<file path="config.mk">
export PLATFORM = sky130hd
export DESIGN_NAME = spu_simd_pipe
export DESIGN_NICKNAME = d
export VERILOG_FILES = /design/src/rtl/spu_simd_pipe.sv
export SDC_FILE = /design/constraint.sdc
export NUM_CORES = 2
export LEC_CHECK = 0
export ABC_CLOCK_PERIOD_IN_PS = 21400
export CAP_MARGIN = 40
export CORE_UTILIZATION = 40
export CTS_BUF_LIST = sky130_fd_sc_hd__clkbuf_4
export CTS_CLUSTER_DIAMETER = 30
export CTS_CLUSTER_SIZE = 30
export DETAILED_ROUTE_END_ITERATION = 8
export DONT_BUFFER_PORTS = 1
export HOLD_SLACK_MARGIN = 0.08
export PLACE_DENSITY = 0.62
export SYNTH_ARGS = -nofsm -noshare
export SYNTH_HDL_FRONTEND = slang
export SYNTH_SLANG_ARGS = --single-unit
</file>
<file path="constraint.sdc">
create_clock -name clk -period 21.4 [get_ports clk]
set_clock_uncertainty 0.1 [all_clocks]
set_input_delay 4.28 -clock clk [delete_from_list [all_inputs] [get_ports clk]]
set_output_delay 4.28 -clock clk [all_outputs]
set_load 0.02 [all_outputs]
</file>
<file path="src/rtl/spu_simd_pipe.sv">
// spu_simd_pipe: 128-bit SIMD execution pipe with two latency classes.
//   The result is computed when the instruction is accepted. It is written into
//   the slot of a shift line that matches its latency. Slot 0 drives the outputs.
//   Params : LANE_W (8/16/32), LAT_LOGIC (1..7), LAT_ARITH (1..7)
//   Inputs : clk, reset (async, active-high), in_valid, in_op[2:0], in_rt[6:0],
//            in_ra/in_rb/in_rc[127:0], flush
//   Outputs: in_ready (combinational), out_valid, out_rt[6:0], out_result[127:0],
//            busy
//   Macro  : SPU_SIMD_SAT_EN makes ADD/SFX saturate to the signed lane range.
//            When it is undefined, ADD/SFX wrap.
module spu_simd_pipe #(
    parameter int unsigned LANE_W    = 16,
    parameter int unsigned LAT_LOGIC = 1,
    parameter int unsigned LAT_ARITH = 3
) (
    input  logic         clk,
    input  logic         reset,
    input  logic         in_valid,
    output logic         in_ready,
    input  logic [2:0]   in_op,
    input  logic [6:0]   in_rt,
    input  logic [127:0] in_ra,
    input  logic [127:0] in_rb,
    input  logic [127:0] in_rc,
    input  logic         flush,
    output logic         out_valid,
    output logic [6:0]   out_rt,
    output logic [127:0] out_result,
    output logic         busy
);
    localparam int unsigned NL   = 128 / LANE_W;
    localparam int unsigned MAXL = (LAT_LOGIC > LAT_ARITH) ? LAT_LOGIC : LAT_ARITH;

    localparam logic [2:0] OP_ADD  = 3'd0;
    localparam logic [2:0] OP_SFX  = 3'd1;
    localparam logic [2:0] OP_AND  = 3'd2;
    localparam logic [2:0] OP_OR   = 3'd3;
    localparam logic [2:0] OP_XOR  = 3'd4;
    localparam logic [2:0] OP_SELB = 3'd5;
    localparam logic [2:0] OP_CGT  = 3'd6;
    localparam logic [2:0] OP_CEQ  = 3'd7;

    // Slot i holds the entry that is presented i edges from now.
    logic [MAXL-1:0] v_q, v_d;
    logic [6:0]      rt_q  [MAXL];
    logic [6:0]      rt_d  [MAXL];
    logic [127:0]    res_q [MAXL];
    logic [127:0]    res_d [MAXL];

    logic [127:0]      res_c;
    logic [2:0]        lat_sel_c;
    logic              coll_c;
    logic              accept_c;
    logic [LANE_W-1:0] a_c, b_c, lane_c;
    logic [LANE_W:0]   sum_c;

    // Per-lane and bitwise result datapath
    always_comb begin
        res_c  = '0;
        a_c    = '0;
        b_c    = '0;
        lane_c = '0;
        sum_c  = '0;
        for (int l = 0; l < NL; l++) begin
            a_c = in_ra[l*LANE_W +: LANE_W];
            b_c = in_rb[l*LANE_W +: LANE_W];
            // One extra sign bit per lane so the overflow can be seen
            if (in_op == OP_SFX) begin
                sum_c = {b_c[LANE_W-1], b_c} - {a_c[LANE_W-1], a_c};
            end else begin
                sum_c = {a_c[LANE_W-1], a_c} + {b_c[LANE_W-1], b_c};
            end
`ifdef SPU_SIMD_SAT_EN
            if (sum_c[LANE_W] != sum_c[LANE_W-1]) begin
                lane_c = sum_c[LANE_W] ? {1'b1, {(LANE_W-1){1'b0}}}
                                       : {1'b0, {(LANE_W-1){1'b1}}};
            end else begin
                lane_c = sum_c[LANE_W-1:0];
            end
`else
            lane_c = sum_c[LANE_W-1:0];
`endif
            case (in_op)
                OP_ADD, OP_SFX: res_c[l*LANE_W +: LANE_W] = lane_c;
                OP_CGT:  res_c[l*LANE_W +: LANE_W] = {LANE_W{$signed(a_c) > $signed(b_c)}};
                OP_CEQ:  res_c[l*LANE_W +: LANE_W] = {LANE_W{a_c == b_c}};
                default: res_c[l*LANE_W +: LANE_W] = '0;
            endcase
        end
        case (in_op)
            OP_AND:  res_c = in_ra & in_rb;
            OP_OR:   res_c = in_ra | in_rb;
            OP_XOR:  res_c = in_ra ^ in_rb;
            OP_SELB: res_c = (in_rc & in_rb) | (~in_rc & in_ra);
            default: ;
        endcase
    end

    // Issue control: refuse an op whose writeback slot would already be taken
    always_comb begin
        lat_sel_c = (in_op inside {OP_AND, OP_OR, OP_XOR, OP_SELB}) ? 3'(LAT_LOGIC)
                                                                    : 3'(LAT_ARITH);
        coll_c = 1'b0;
        // Slot i shifts into slot i-1, which an op with latency i writes.
        for (int i = 1; i < MAXL; i++) begin
            if (lat_sel_c == 3'(i) && v_q[i]) coll_c = 1'b1;
        end
        in_ready = ~flush & ~reset & ~coll_c;
        accept_c = in_valid & in_ready;
    end

    // Next state: shift toward slot 0, then insert the accepted op
    always_comb begin
        v_d = '0;
        for (int i = 0; i < MAXL; i++) begin
            rt_d[i]  = '0;
            res_d[i] = '0;
        end
        for (int i = 0; i < MAXL - 1; i++) begin
            v_d[i]   = v_q[i+1];
            rt_d[i]  = rt_q[i+1];
            res_d[i] = res_q[i+1];
        end
        for (int i = 0; i < MAXL; i++) begin
            if (accept_c && lat_sel_c == 3'(i + 1)) begin
                v_d[i]   = 1'b1;
                rt_d[i]  = in_rt;
                res_d[i] = res_c;
            end
        end
        if (flush) v_d = '0;
    end

    // Pipeline state register
    always_ff @(posedge clk or posedge reset) begin
        if (reset) begin
            v_q <= '0;
            for (int i = 0; i < MAXL; i++) begin
                rt_q[i]  <= '0;
                res_q[i] <= '0;
            end
        end else begin
            v_q <= v_d;
            for (int i = 0; i < MAXL; i++) begin
                rt_q[i]  <= rt_d[i];
                res_q[i] <= res_d[i];
            end
        end
    end

    assign out_valid  = v_q[0];
    assign out_rt     = rt_q[0];
    assign out_result = res_q[0];
    assign busy       = |v_q;

endmodule

</file>
======== Yosys cells after proc, flatten, opt, wreduce, memory -nomap -nowiden ========
Index checks and enable logic that the tools add are counted.
operators by class
  reduce and logical (&&, ||, !) cells .... 9
  order comparisons ....................... 8
  muxes and demuxes ....................... 30
  add/subtract/negate cells ............... 16
  equal/unequal tests ..................... 18
  bitwise gates (word level) .............. 13
operators with widths
  operator              number
  $pmux W128 S4         1
  $and A128 B128 Y128   3
  $mux W128             3
  $pmux W16 S3          8
  $or A128 B128 Y128    2
  $add A16 B16 Y16      8
  $eq A16 B16 Y1        8
  $gt A16 B16 Y1        8
  $mux W16              8
  $not A128 Y128        1
  $sub A16 B16 Y16      8
  $xor A128 B128 Y128   1
  $mux W7               3
  $eq A3 B3 Y1 const B  4
  $eq A3 B2 Y1 const B  2
  $logic_and A1 B1 Y1   5
  $mux W1               5
  $eq A2 B2 Y1 const B  2
  $reduce_bool A4 Y1    1
  $and A1 B1 Y1         3
  $eq A3 B1 Y1 const B  1
  $logic_not A3 Y1      1
  $mux W3               1
  $not A1 Y1            3
  4 further kinds       4
word-level totals
  input bits .............................. 398
  register bits ........................... 408

======== Depth between registers and ports, before layout ========
  depth in word-level cells ............... 13
  gate-level depth with buffers ........... 13

======== Least setup slack after synthesis ========
No wires, ideal clock.
  path type ............................... input -> output
  start point ............................. input in_op[2]
  end point ............................... output in_ready
  slack ................................... 11.574 ns
  arrival time ............................ 5.446 ns
  stages on the path ...................... 4
  required time ........................... 17.020 ns
  buffers on the path ..................... 1
  cells stage by stage .................... buf_4 -> inv_2 -> ha_1 -> a211oi_1
between the ends
  longest elaborated chain between the ends .. 9
ends and longest elaborated chain
  what                                          line  text
  start, declared                               20    input logic [2:0] in_op,
  $eq A3 B2 Y1 or $eq A3 B3 Y1 (tied branches)  101   lat_sel_c = (in_op inside {OP_AND, OP_OR, OP_XOR, OP_SELB}) ? 3'(LAT_LOGIC)
  $reduce_bool A4 Y1 (*)                        101
  $mux W2 (*)                                   101
  $eq A2 B1 Y1                                  106   if (lat_sel_c == 3'(i) && v_q[i]) coll_c = 1'b1;
  $logic_and A1 B1 Y1                           106
  $mux W1                                       106
  $mux W1 (*)                                   106
  $not A1 Y1 (*)                                108   in_ready = ~flush & ~reset & ~coll_c;
  $and A1 B1 Y1 (*)                             108
  end, declared                                 19    output logic in_ready,
Every way passes the cells marked *; elsewhere a longest branch is shown, timed or not.

======== Worst setup path after layout ========
  start point ............................. input in_op[1]
  end point ............................... output in_ready
The elaborated chain is that of the path after synthesis.

==> impl_metrics.ini <==
[layout]
fillCellCount = 8003
final_area_um2 = 33800
regArea_um2 = 10200
layout.nets = 4441
drive_gt1_share_pct = 7.44
utilization_pct = 42.7
syn2layout_area_growth_pct = 5.60
multiInputGateArea_um2 = 18600

[placement]
post_dp_cell_area_um2 = 31800
hpwl_um = 74400
place_congestion = 0.900
portBuffers = 0

[worst_setup_path]
max_stage_delay_ps = 360
critPathCaptureType = output pin
crit_type = in -> out
cp.required_ps = 17020
cp-start-kind = input pin
arrival_ps = 5330
critical_path_buf_inv_count = 2
path_max_fanout = 16
path_cells = inv_2, ha_4, a211oi_1, buf_2
critical_path.top_delay_family = buffers and inverters
cp_slowest_cell = ha_4

[global_routing]
antenna_found_initial = 5
gr-usage-all-layers_pct = 24.7
grt_pass1_vias = 26200
grt_max_degree = 319
use_met2_pct = 40.3
grt_util_met1_pct = 31.6
grt-ovfl-total = 0
gr-usage-met3_pct = 6.02
grt_pass1_wl_um = 156000
busiest_layer = met2

[synth]
postSynth.asyncResetShare_pct = 100
yosys_most_used_dff = dfrtp_1
yosysWarnings = 0
synthCells = 3863
synth-edff-count = 0
synth-seq-area-share_pct = 31.9
yosys.cell_types.count = 82
syn_area_um2 = 32000
syn_avg_cell_area_um2 = 8.28
synthesis.nets = 4662
synth-seq-cells = 408

[detailed_routing]
drt-wirelength-per-cell_um = 21.3
initialDrtViolationCount = 1802
drtPass1Iterations = 6
routed_wl_um = 102000
drc = 0
avgViaCountPerCell = 5.62
postRouteAntennaNets = 0
route.vias.total = 26900

[run]
cap_viol_max_count = 0

[clock_tree]
htreeDepth = 3
clkTransAtPathRegs_ps = 100
cts_buffers = 108
ctsResizeCount = 0
cts_root_buf = clkbuf_4
post_cts_buffers = 0
cts.path.max_buffers = 3
cts_tree = yes
cts_hold_buf = 0
cts_sinks = 408
insertion_delay_ps = 910

[sta]
maxSlewHeadroom_pct = 39.4
hold_violations = 0
slew_viol_final = 0
grt_setup_unrepaired = false
finalSetupTns_ps = 0
setup_viol = 0
fmax_ghz = 0.103
finalCritPeriodShare_pct = 45.4
worst_pin_slew_ps = 909
min_period_ps = 9710

[die]
die_y_um = 285
initial_core_util_pct = 40.4
fp.dieArea_um2 = 81100
io_pins = 536
core_um2 = 79100
fp.dieW_um = 285
fp-row-count = 103

[outcome]
status = complete, no violations

[power_and_ir_drop]
power-per-cell-area_nw_per_um2 = 66.5
finalPower_w = 0.00225
ir_drop_uv = 30.7
leakage_nw = 16.3

[min_path]
holdCritPathClass = reg -> reg
==> synth_stat cells, drive strengths merged, types with 20 or more instances <==
library cell | count | area, um^2
nand2 | 363 | 1360
clkbuf | 188 | 706
a221oi | 59 | 523
nor4 | 45 | 282
o22ai | 24 | 150
a211oi | 110 | 826
a31oi | 21 | 138
nand3 | 40 | 200
a21o | 35 | 263
nor3 | 45 | 230
a21oi | 387 | 1940
o211ai | 25 | 188
dfrtp | 408 | 10200
buf | 180 | 1240
nor2b | 23 | 144
xor2 | 21 | 184
inv | 364 | 1370
o21ai | 383 | 1920
xnor2 | 87 | 762
o21bai | 40 | 300
mux2i | 99 | 991
ha | 385 | 4820
o31ai | 20 | 150
nor2 | 277 | 1040
==> worst register-to-register path, stage by stage, from the launching register on <==
cell and delay, ps:
dfrtp_1 400, a211oi_1 260, buf_2 180, nand2_1 110
or2_4 240, buf_4 290, inv_2 630, nand2_2 590
buf_4 450, nor4b_1 350, mux2i_1 110, nand3_1 100
==> power breakdown <==
group | switching [W] | leakage, nW | total [W] | internal, W
Combinational | 0.000295 | 9.68 | 0.000476 | 0.000181
Clock | 0.000417 | 1.00 | 0.000959 | 0.000542
Sequential | 0.0000220 | 5.65 | 0.000813 | 0.000791
Total | 0.000734 | 16.3 | 0.00225 | 0.00151
==> flip-flops by register name, indices dropped and copies added, names as in the netlist <==
name / count
rt_q: 14
res_q: 256
v_q: 3
out_result: 128
out_rt: 7
==> area by class of cell <==
class	instances	share of cell area, %
antenna	4	0.0296
clock buffer	114	2.53
clock inverter	90	3.24
inverter	364	4.07
multi-input combinational	2723	54.9
sequential	408	30.2
tap	1050	3.89
timing repair buffer	37	1.11
==> per-stage QoR <==
step | hold slack (ps) | instances | setup slack, ps
after global routing | 228 | 4788 | 11630
after detailed placement | 235 | 4582 | 11680
final | 218 | 4790 | 11690
after floorplan | 231 | 3863 | 5670
after CTS | 229 | 4786 | 11670
after global placement | 232 | 4573 | 11290
==> kinds of logic after synthesis <==
logic type      share of synthesized area (%)
buf+inv                                  10.3
xor+xnor                                 2.96
mux                                      3.38
flops                                    31.9
compound gates                           22.9
fa+ha+maj                                16.1
simple gates                             12.5
==> final timing paths <==
path	from	end	slack [ps]	cells after the start
worst min-delay path	res_q[94]	res_q[222]	220	0
worst max register to register	v_q[1]	res_q[62]	17490	11
min in group asynchronous	reset	out_rt[2]	3230	1
worst max-delay path	in_op[1]	in_ready	11690	4
max in group asynchronous	reset	res_q[192]	15990	4
worst min register to register	res_q[94]	res_q[222]	220	0
==> layer usage <==
metal | part of all wire, % | wire (um)
met1 | 43 | 43500
met2 | 47 | 47600
met3 | 7.7 | 7890
met4 | 2.8 | 2900
met5 | 0.039 | 40
==> placed cells by master (no fill, tap or decap), types with 10 or more instances in the layout <==
cell type	n
a211o_1	10
a211oi_1	110
a21o_1	35
a21oi_1	387
a221oi_1	58
a31oi_1	20
and2_1	12
and3_1	14
buf_4	28
bufinv_16	21
clkbuf_4	114
clkinv_1	12
clkinv_2	12
clkinv_4	15
clkinvlp_4	19
dfrtp_1	408
fa_1	16
ha_1	384
inv_1	360
mux2i_1	99
nand2_1	359
nand2b_1	17
nand3_1	39
nor2_1	275
nor2b_1	23
nor3_1	43
nor4_1	45
o211ai_1	25
o21a_1	16
o21ai_0	371
o21ai_1	11
o21bai_1	40
o22ai_1	24
o31ai_1	20
or3_1	16
or4_1	13
xnor2_1	87
xor2_1	21
No activity file was read; power rests on OpenSTA's default activity.
